### src/rtl/idex_stage.sv
// idex_stage: ID/EX pipeline register with valid/ready handshake on both sides.
//
// Optional feature: define IDEX_SKID_EN to add a one-entry skid buffer. In_ready
// then comes straight from a flop (skid empty), and out_ready has no
// combinational path to in_ready. The default build has no skid buffer, and
// in_ready = !out_valid || out_ready.
//
// Ports
//   clk, rst          clock (rising edge), asynchronous active-low reset
//   in_valid/in_ready decode-side handshake
//   in_*              instruction payload from decode
//   flush             discard every held instruction (branch redirect)
//   out_valid/out_ready execute-side handshake
//   out_*             registered payload; out_ctrl is forced to zero on a bubble
//   clr_stats         clear stall_cnt
//   stall_cnt         saturating count of cycles with out_valid && !out_ready
module idex_stage #(
  parameter int PC_WIDTH   = 9,
  parameter int DATA_WIDTH = 32,
  parameter int REG_AW     = 5,
  parameter int CTRL_WIDTH = 9
) (
  input  logic                  clk,
  input  logic                  rst,
  input  logic                  in_valid,
  output logic                  in_ready,
  input  logic [CTRL_WIDTH-1:0] in_ctrl,
  input  logic [PC_WIDTH-1:0]   in_pc,
  input  logic [DATA_WIDTH-1:0] in_rd1,
  input  logic [DATA_WIDTH-1:0] in_rd2,
  input  logic [DATA_WIDTH-1:0] in_imm,
  input  logic [REG_AW-1:0]     in_rs1,
  input  logic [REG_AW-1:0]     in_rs2,
  input  logic [REG_AW-1:0]     in_rd,
  input  logic [3:0]            in_funct,
  input  logic                  in_aui,
  input  logic                  flush,
  output logic                  out_valid,
  input  logic                  out_ready,
  output logic [CTRL_WIDTH-1:0] out_ctrl,
  output logic [PC_WIDTH-1:0]   out_pc,
  output logic [DATA_WIDTH-1:0] out_rd1,
  output logic [DATA_WIDTH-1:0] out_rd2,
  output logic [DATA_WIDTH-1:0] out_imm,
  output logic [REG_AW-1:0]     out_rs1,
  output logic [REG_AW-1:0]     out_rs2,
  output logic [REG_AW-1:0]     out_rd,
  output logic [3:0]            out_funct,
  output logic                  out_aui,
  input  logic                  clr_stats,
  output logic [15:0]           stall_cnt
);

  localparam int PW = CTRL_WIDTH + PC_WIDTH + 3*DATA_WIDTH + 3*REG_AW + 4 + 1;

  logic [PW-1:0]         w_in_pl;
  logic [PW-1:0]         r_out_pl;
  logic                  r_out_valid;
  logic                  w_out_free;
  logic                  w_accept;
  logic [CTRL_WIDTH-1:0] w_out_ctrl;
  logic [15:0]           r_stall_cnt;

  assign w_in_pl = {in_ctrl, in_pc, in_rd1, in_rd2, in_imm,
                    in_rs1, in_rs2, in_rd, in_funct, in_aui};

  // Output register can take a new entry when empty or being consumed now.
  assign w_out_free = !r_out_valid || out_ready;
  assign w_accept   = in_valid && in_ready;

`ifdef IDEX_SKID_EN
  logic          r_skid_valid;
  logic [PW-1:0] r_skid_pl;

  // Registered ready: only the skid flop and the flush line feed it.
  assign in_ready = !r_skid_valid && !flush;

  always_ff @(posedge clk or negedge rst) begin
    if (!rst) begin
      r_out_valid  <= 1'b0;
      r_out_pl     <= '0;
      r_skid_valid <= 1'b0;
      r_skid_pl    <= '0;
    end else if (flush) begin
      r_out_valid  <= 1'b0;
      r_skid_valid <= 1'b0;
    end else if (w_out_free) begin
      // Skid entry is older than anything on the input, so it goes first.
      // in_ready is low while the skid is full, so no accept collides here.
      if (r_skid_valid) begin
        r_out_pl     <= r_skid_pl;
        r_out_valid  <= 1'b1;
        r_skid_valid <= 1'b0;
      end else if (w_accept) begin
        r_out_pl    <= w_in_pl;
        r_out_valid <= 1'b1;
      end else begin
        r_out_valid <= 1'b0;
      end
    end else if (w_accept) begin
      // Output stalled: park the new instruction in the skid.
      r_skid_pl    <= w_in_pl;
      r_skid_valid <= 1'b1;
    end
  end
`else
  assign in_ready = !flush && w_out_free;

  always_ff @(posedge clk or negedge rst) begin
    if (!rst) begin
      r_out_valid <= 1'b0;
      r_out_pl    <= '0;
    end else if (flush) begin
      r_out_valid <= 1'b0;
    end else if (w_accept) begin
      r_out_pl    <= w_in_pl;
      r_out_valid <= 1'b1;
    end else if (out_ready) begin
      r_out_valid <= 1'b0;
    end
  end
`endif

  always_ff @(posedge clk or negedge rst) begin
    if (!rst) begin
      r_stall_cnt <= '0;
    end else if (clr_stats) begin
      r_stall_cnt <= '0;
    end else if (r_out_valid && !out_ready && (r_stall_cnt != 16'hFFFF)) begin
      r_stall_cnt <= r_stall_cnt + 16'd1;
    end
  end

  assign {w_out_ctrl, out_pc, out_rd1, out_rd2, out_imm,
          out_rs1, out_rs2, out_rd, out_funct, out_aui} = r_out_pl;

  // Bubbles must not carry live control bits into execute.
  assign out_ctrl  = r_out_valid ? w_out_ctrl : '0;
  assign out_valid = r_out_valid;
  assign stall_cnt = r_stall_cnt;

endmodule

### config.mk
export PLATFORM = sky130hd
export DESIGN_NAME = idex_stage
export DESIGN_NICKNAME = d
export VERILOG_FILES = /design/src/rtl/idex_stage.sv
export SDC_FILE = /design/constraint.sdc
export NUM_CORES = 1
export LEC_CHECK = 0
export ABC_AREA = 1
export CAP_MARGIN = 20
export CORE_ASPECT_RATIO = 0.75
export CORE_UTILIZATION = 47
export DETAILED_ROUTE_END_ITERATION = 16
export GPL_ROUTABILITY_DRIVEN = 0
export PLACE_DENSITY = 0.86
export SYNTH_ARGS = -nofsm -noshare
export SYNTH_HDL_FRONTEND = slang
export SYNTH_SLANG_ARGS = --single-unit
### constraint.sdc
create_clock -name clk -period 2.8 [get_ports clk]
set_clock_uncertainty 0.05 [all_clocks]
set_input_delay 0.42 -clock clk [delete_from_list [all_inputs] [get_ports clk]]
set_output_delay 0.42 -clock clk [all_outputs]
set_load 0.02 [all_outputs]
==> run summary <==
======================================================================================================
Average routed wire per standard cell                                                         15.03 um
Number of buffers created by CTS                                                                    17
Estimated wirelength of the detail-placed design                                              12.89 mm
Unique masters post-synth                                                                           25
Count of port buffers added during placement                                                       291
Period minus WS final                                                                          2476 ps
Count of inserted antenna diode cells                                                                0
Count of final hold-check violations                                                                 0
DP Cell Count                                                                                     1218
Maximum Capacitance Violations                                                                       0
Average footprint of a synthesized cell                                                      8.356 um2
Gates resized, CTS repair                                                                            0
Area of the placeable core                                                                 0.01527 mm2
Critical path startpoint category                                                                 flop
Hold/Removal Path Class                                                                      in -> reg
RR Endpoint                                                                               stall_cnt[11]
Number of top-level pins                                                                           292
Worst Reg-to-Reg Cells                                                                               9
Leading area contributor after synthesis                                                  sky130_fd_sc_hd__dfrtp_1
Standard cell area after detailed placement                                               0.009465 mm2
Net count reported at finish                                                                      1174
Arrival time of data at the critical path endpoint                                             2010 ps
Number of warnings issued by yosys                                                                   0
Largest net degree at the start of global routing                                                   94
Number of antenna violations at the first check in global routing                                    0
Peak Freq                                                                                    403.8 MHz
Buffer levels on the longest clock path                                                              2
Number of clock sinks                                                                              151
Largest driver fanout on the critical path                                                          11
Worst Setup End Kind                                                                        output pin
GR Util All Layers                                                                              0.2397
DIE WIDTH                                                                                     146.6 um
Cell depth of the worst min-delay path                                                               3
Vertical extent of the die                                                                    110.4 um
WS Path Type                                                                                reg -> out
Later-pin clock latency in the skew report                                                      410 ps
Number of enable-type register cells in the synthesized netlist                                      0
Total setup buffers inserted after CTS                                                               0
Cell area power density                                                                   658.2 mW/mm2
Vias per std cell                                                                                4.910
Leading register cell type out of synthesis                                               sky130_fd_sc_hd__dfrtp_1
Data required time of the worst path                                                           2330 ps
Core utilization of the finished layout                                                         0.6600
Portion of synthesized cell area occupied by the leading cell type                              0.5127
Leakage power                                                                                 4.905 nW
CTS tree                                                                                           yes
Most area-consuming cells after synthesis                                                 sky130_fd_sc_hd__dfrtp_1 (51%), sky130_fd_sc_hd__nand2_1 (17%), sky130_fd_sc_hd__buf_4 (13%), sky130_fd_sc_hd__nand3_1 (10%), sky130_fd_sc_hd__buf_6 (1.2%)
Proportion of register bits with asynchronous set or reset after synthesis                       1.000
Pre-antenna DRT Iters                                                                                5
Sequential-to-total area share from yosys stat                                                  0.5127
Final critical-path share of the clock period                                                   0.8844
Post-route design area                                                                     0.01008 mm2
Transition time of the tightest slew-check pin                                                610.3 ps
Launch point of the worst reg-to-reg path                                                 stall_cnt[0]
Total Wirelength                                                                              18.78 mm
Total via count in the routed design                                                              6133
Vias in the first global route                                                                    5934
Cts hold-fix bufs                                                                                    1
CTS Root Buffer Type                                                                      sky130_fd_sc_hd__clkbuf_16
Iter 0 DRT Violations                                                                              566
Setup-failing EPs final                                                                              0
Mapped Area                                                                               0.007370 mm2
Post-Synthesis Net Count                                                                          1023
Fraction of layout instances using a drive strength above 1                                    0.05268
Total of flip-flops plus latches after synthesis                                                   151
Slew Viols, Final                                                                                    0
Area overhead of the layout relative to synthesis                                               36.79%
Outcome                                                                                   complete, no violations
Total negative setup slack                                                                        0 ps
Synthesized netlist cell count                                                                     882
First-pass GRT wire length                                                                    30.84 mm
Worst R2R Setup Slack                                                                           790 ps
Number of fill cells in the layout                                                                1260
Total number of placement rows                                                                      39
Startpoint of the lowest-slack hold path                                                      in_valid
Number of antenna-violating nets in the routed design                                                0
Residual overflow from global routing                                                                0
Initial Util                                                                                    0.4825
Hold-critical path endpoint                                                               r_out_pl[39]
Clock transition at the register clock pins on the worst setup and hold paths after CTS          60 ps
Die area                                                                                   0.01619 mm2
RSZ-0062 raised after global routing                                                             false
Non-filler cells, final                                                                           1249
Number of remaining DRC errors                                                                       0
Relative slew slack                                                                             0.5931
Worst VDD drop                                                                             0.0004564 V
H-tree levels                                                                                        4
======================================================================================================
## Yosys cell counts, types with 3 or more instances
library cell               count
sky130_fd_sc_hd__inv_1        24
sky130_fd_sc_hd__buf_1        17
sky130_fd_sc_hd__xor2_1        3
sky130_fd_sc_hd__buf_6         8
sky130_fd_sc_hd__nor2_2        4
sky130_fd_sc_hd__nand2_1     339
sky130_fd_sc_hd__buf_2        14
sky130_fd_sc_hd__o21ai_0       4
sky130_fd_sc_hd__nand4_1      10
sky130_fd_sc_hd__dfrtp_1     151
sky130_fd_sc_hd__buf_4       126
sky130_fd_sc_hd__nand3_1     147
sky130_fd_sc_hd__clkbuf_1      6
sky130_fd_sc_hd__nor2_1       16
## through the flow
step                hold WS (ps)  setup WS (ps)  power (mW)
floorplan                  74.41          958.9       3.758
global placement           196.9          400.5       4.275
detailed placement         199.0          390.6       4.316
CTS                        332.0          279.0       6.697
global route               340.1          224.8       6.952
finish                     340.6          323.8       6.635
## final cells by class
type / instances / area, um2 / area share
timing repair buffer: 303 / 3042 / 0.3017
clock buffer: 18 / 439.2 / 0.04356
multi-input combinational: 534 / 2301 / 0.2282
tap: 205 / 256.5 / 0.02544
inverter: 26 / 97.59 / 0.009681
clock inverter: 12 / 166.4 / 0.01651
sequential: 151 / 3779 / 0.3748
## how the worst max path moves through the flow
stage | slack (ps) | cells past startpoint | end | startpoint
after CTS | 280 | 5 | in_ready | out_valid
after global placement | 400 | 5 | in_ready | out_ready
after detailed placement | 390 | 5 | in_ready | out_ready
final | 320 | 5 | in_ready | out_valid
after floorplan | 960 | 6 | in_ready | out_valid
after global routing | 220 | 5 | in_ready | out_valid
## flip-flops by register name, indices dropped and copies added (netlist names)
signal and flops:
out_valid 1, r_out_pl 134, stall_cnt 16
## logic make-up after synthesis
| family | Yosys count | synth area share |
|---|---|---|
| simple gates | 524 | 0.3029 |
| buf+inv | 197 | 0.1750 |
| flops | 151 | 0.5127 |
| compound gates | 6 | 0.004075 |
| xor+xnor | 3 | 0.003566 |
| fa+ha+maj | 1 | 0.001698 |
## layout by cell type (no fill, tap or decap), drive strengths merged, types with 3 or more instances in the layout
| cell | count |
|---|---|
| nand2 | 341 |
| clkdlybuf4s50 | 289 |
| dfrtp | 151 |
| nand3 | 147 |
| inv | 30 |
| nor2 | 22 |
| clkbuf | 18 |
| buf | 13 |
| nand4 | 10 |
| o21ai | 4 |
| xor2 | 3 |
| clkinv | 3 |
| bufinv | 3 |
## power breakdown
group / switching, mW / internal, mW
Sequential: 0.164 / 2.47
Combinational: 0.850 / 0.788
Clock: 0.929 / 1.43
Total: 1.94 / 4.69
## routing by layer
| layer | track usage | part of all wire | up-vias |
|---|---|---|---|
| li1 | - | - | 2962 |
| met1 | 0.3006 | 0.42 | 2909 |
| met2 | 0.3965 | 0.49 | 237 |
| met3 | 0.07562 | 0.078 | 25 |
| met4 | 0.06806 | 0.016 | 0 |
| met5 | 0 | 0 | - |
## worst max-delay path: stages (launching register included)
cell and delay (ps):
sky130_fd_sc_hd__dfrtp_1 510, sky130_fd_sc_hd__inv_2 80, sky130_fd_sc_hd__or2_4 130, sky130_fd_sc_hd__inv_2 60, sky130_fd_sc_hd__nor2_8 170, sky130_fd_sc_hd__clkdlybuf4s50_1 630
(Power assumes the default switching activity.)
==> variant, RTL diff (config.mk and constraints unchanged) <==
Set the parameter `CTRL_WIDTH` to 11 (it was 9).
--- a/src/rtl/idex_stage.sv
+++ b/src/rtl/idex_stage.sv
@@ -18,7 +18,7 @@
   parameter int PC_WIDTH   = 9,
   parameter int DATA_WIDTH = 32,
   parameter int REG_AW     = 5,
-  parameter int CTRL_WIDTH = 9
+  parameter int CTRL_WIDTH = 11
 ) (
   input  logic                  clk,
   input  logic                  rst,
Ports: changed (resized in_ctrl and out_ctrl); port bits go from 292 to 296. No check against the original RTL was run, so the function may have changed too.
==> variant against the unedited design <==
Highest routed layer unchanged; setup slack lost 18 ps; die area grew 1.2%; largest power group unchanged; area after synthesis grew 1.2%; sequential cell count grew 2; design area grew 1.6%; wire length grew 2.5%; total power grew 0.49%; via count grew 1.7%; non-clock buffer count grew 2.
==> variant: results (changes against the unedited design) <==
[metrics] status: complete, no violations
[metrics] via count: 6,236 (+1.7%)
[metrics] Initial DRC Count: 363 (-36%)
[metrics] synthesized-area fraction occupied by xor and xnor cells: 0.00587 (+0.00231)
[metrics] CTS clock-pin slew for the worst setup and hold paths: 60 ps (about the same)
[metrics] clock latency at the later pin of the worst-skew pair: between 400 and 500 ps
[metrics] switching power summed over all nets: 1.99 mW (+2.2%)
[metrics] number of instances in the placed design: 1,241 (+1.9%)
[metrics] aggregate global routing overflow: 0 (unchanged)
[metrics] library cell used as clock root buffer: clkbuf_16
[metrics] aggregate routed wire length: 19.2 mm (+2.5%)
[metrics] via count of the first global-routing pass: 6,071 (+2.3%)
[metrics] reported leakage power: 5.03 nW (+2.5%)
[metrics] class of the tightest hold or removal check: flop to flop
[metrics] sequential fraction of design power: 0.400 (+0.003)
[metrics] Async SR Flop Fraction: 1.00 (unchanged)
[metrics] worst slack at placement: 462 ps (+71.2 ps)
[metrics] Port-buffer cells: 295 (+1.4%)
[metrics] post-synth net total: 1,046 (+2.2%)
[metrics] highest ir drop seen on vdd: 460 uV (+0.80%)
[metrics] sequential fraction of the synthesis area: 0.513 (+0.000603)
[metrics] number of different library cells in the post-synthesis netlist: 22 (-12%)
[metrics] routed len/inst: 15.1 um (+0.46%)
[metrics] commonest cells in the netlist: 348 x nand2_1, 162 x nand3_1, 153 x dfrtp_1
[metrics] per-instance average area after synthesis: 8.26 um^2 (-1.1%)
[metrics] number of H-tree levels: 4 (unchanged)
[metrics] Yosys warnings: 0 (unchanged)
[metrics] maximum number of pins on one net before global-route repair: 138 (+47%)
[metrics] top cells by area, synth: dfrtp_1 51%, nand2_1 18%, buf_4 13%
[metrics] share of cells above drive strength 1: 0.0505 (-0.00217)
[metrics] wire length of the first global-routing pass: 31.4 mm (+1.9%)
[metrics] transition at the pin with the smallest max-transition slack: 744 ps (+133 ps)
[metrics] worst-path maximum fanout: 13 (+2)
[metrics] Total Routing Usage GR: 0.244 (+0.00461)
[metrics] max FFs per register: 136 (+1.5%)
[metrics] half-perimeter wire length after placement: 13.1 mm (+1.6%)
[metrics] Post-Synth Adder-Cell Area: 0.00168 (-0.0000202)
[metrics] synthesized-area fraction occupied by ao, oa, aoi and oai cells: 0.00419 (+0.000119)
[metrics] Biggest register: r_out_pl
[metrics] Switching Fraction: 0.298 (+0.00502)
## variant: critical path: stages, from the launching register on
cell and delay (ps):
dfrtp_1 550, inv_2 140, nor2_4 60, nor2_4 170, clkdlybuf4s50_1 670
## variant: logic make-up (layout without fill, tap and decap cells)
logic type,Yosys count,after routing
flip-flops,153,153
AND/OR/NAND/NOR,539,539
adder cells (fa/ha/maj),1,1
AO/OA/AOI/OAI,4,4
buffers and inverters,201,367
XOR/XNOR,5,5
## variant: per-layer routing
layer | GRT usage | share of wire | routed length, um
met5 | 0 | 0 | 0
met4 | 0.0983 | 0.028 | 545
met3 | 0.0704 | 0.080 | 1540
met2 | 0.389 | 0.47 | 9140
met1 | 0.313 | 0.42 | 8010
## variant: cell type report
type                       count  area [um^2]
multi-input combinational    549         2380
timing repair buffer         305         3050
inverter                      30          113
clock inverter                13          158
clock buffer                  19          453
sequential                   153         3830
tap                          205          256
fill                        1254         5130
## variant: metrics by stage
step / area [um^2] / hold slack (ps) / util
2_1_floorplan: 7460 / 74.4 / -
3_3_place_gp: 9620 / 367 / 0.626
3_5_place_dp: 9620 / 366 / 0.626
4_1_cts: 10200 / 423 / 0.666
5_1_grt: 10200 / 437 / 0.666
6_report: 10200 / 420 / 0.666
## variant: repair_timing
item | CTS | global route
hold buffers | 1 | 0
resized for setup | 0 | 0
endpoints found under the hold margin | 54 | 0
## variant: final timing paths
path | start | cells past startpoint | endpoint | slack, ps
hold reg to reg | r_out_pl[6] | 2 | r_out_pl[6] | 420
setup reg to reg | stall_cnt[0] | 8 | stall_cnt[0] | 720
hold / removal | r_out_pl[6] | 2 | r_out_pl[6] | 420
min in group asynchronous | rst | 2 | stall_cnt[13] | 460
max in group asynchronous | rst | 3 | r_out_pl[115] | 1400
setup / recovery | out_valid | 4 | in_ready | 310
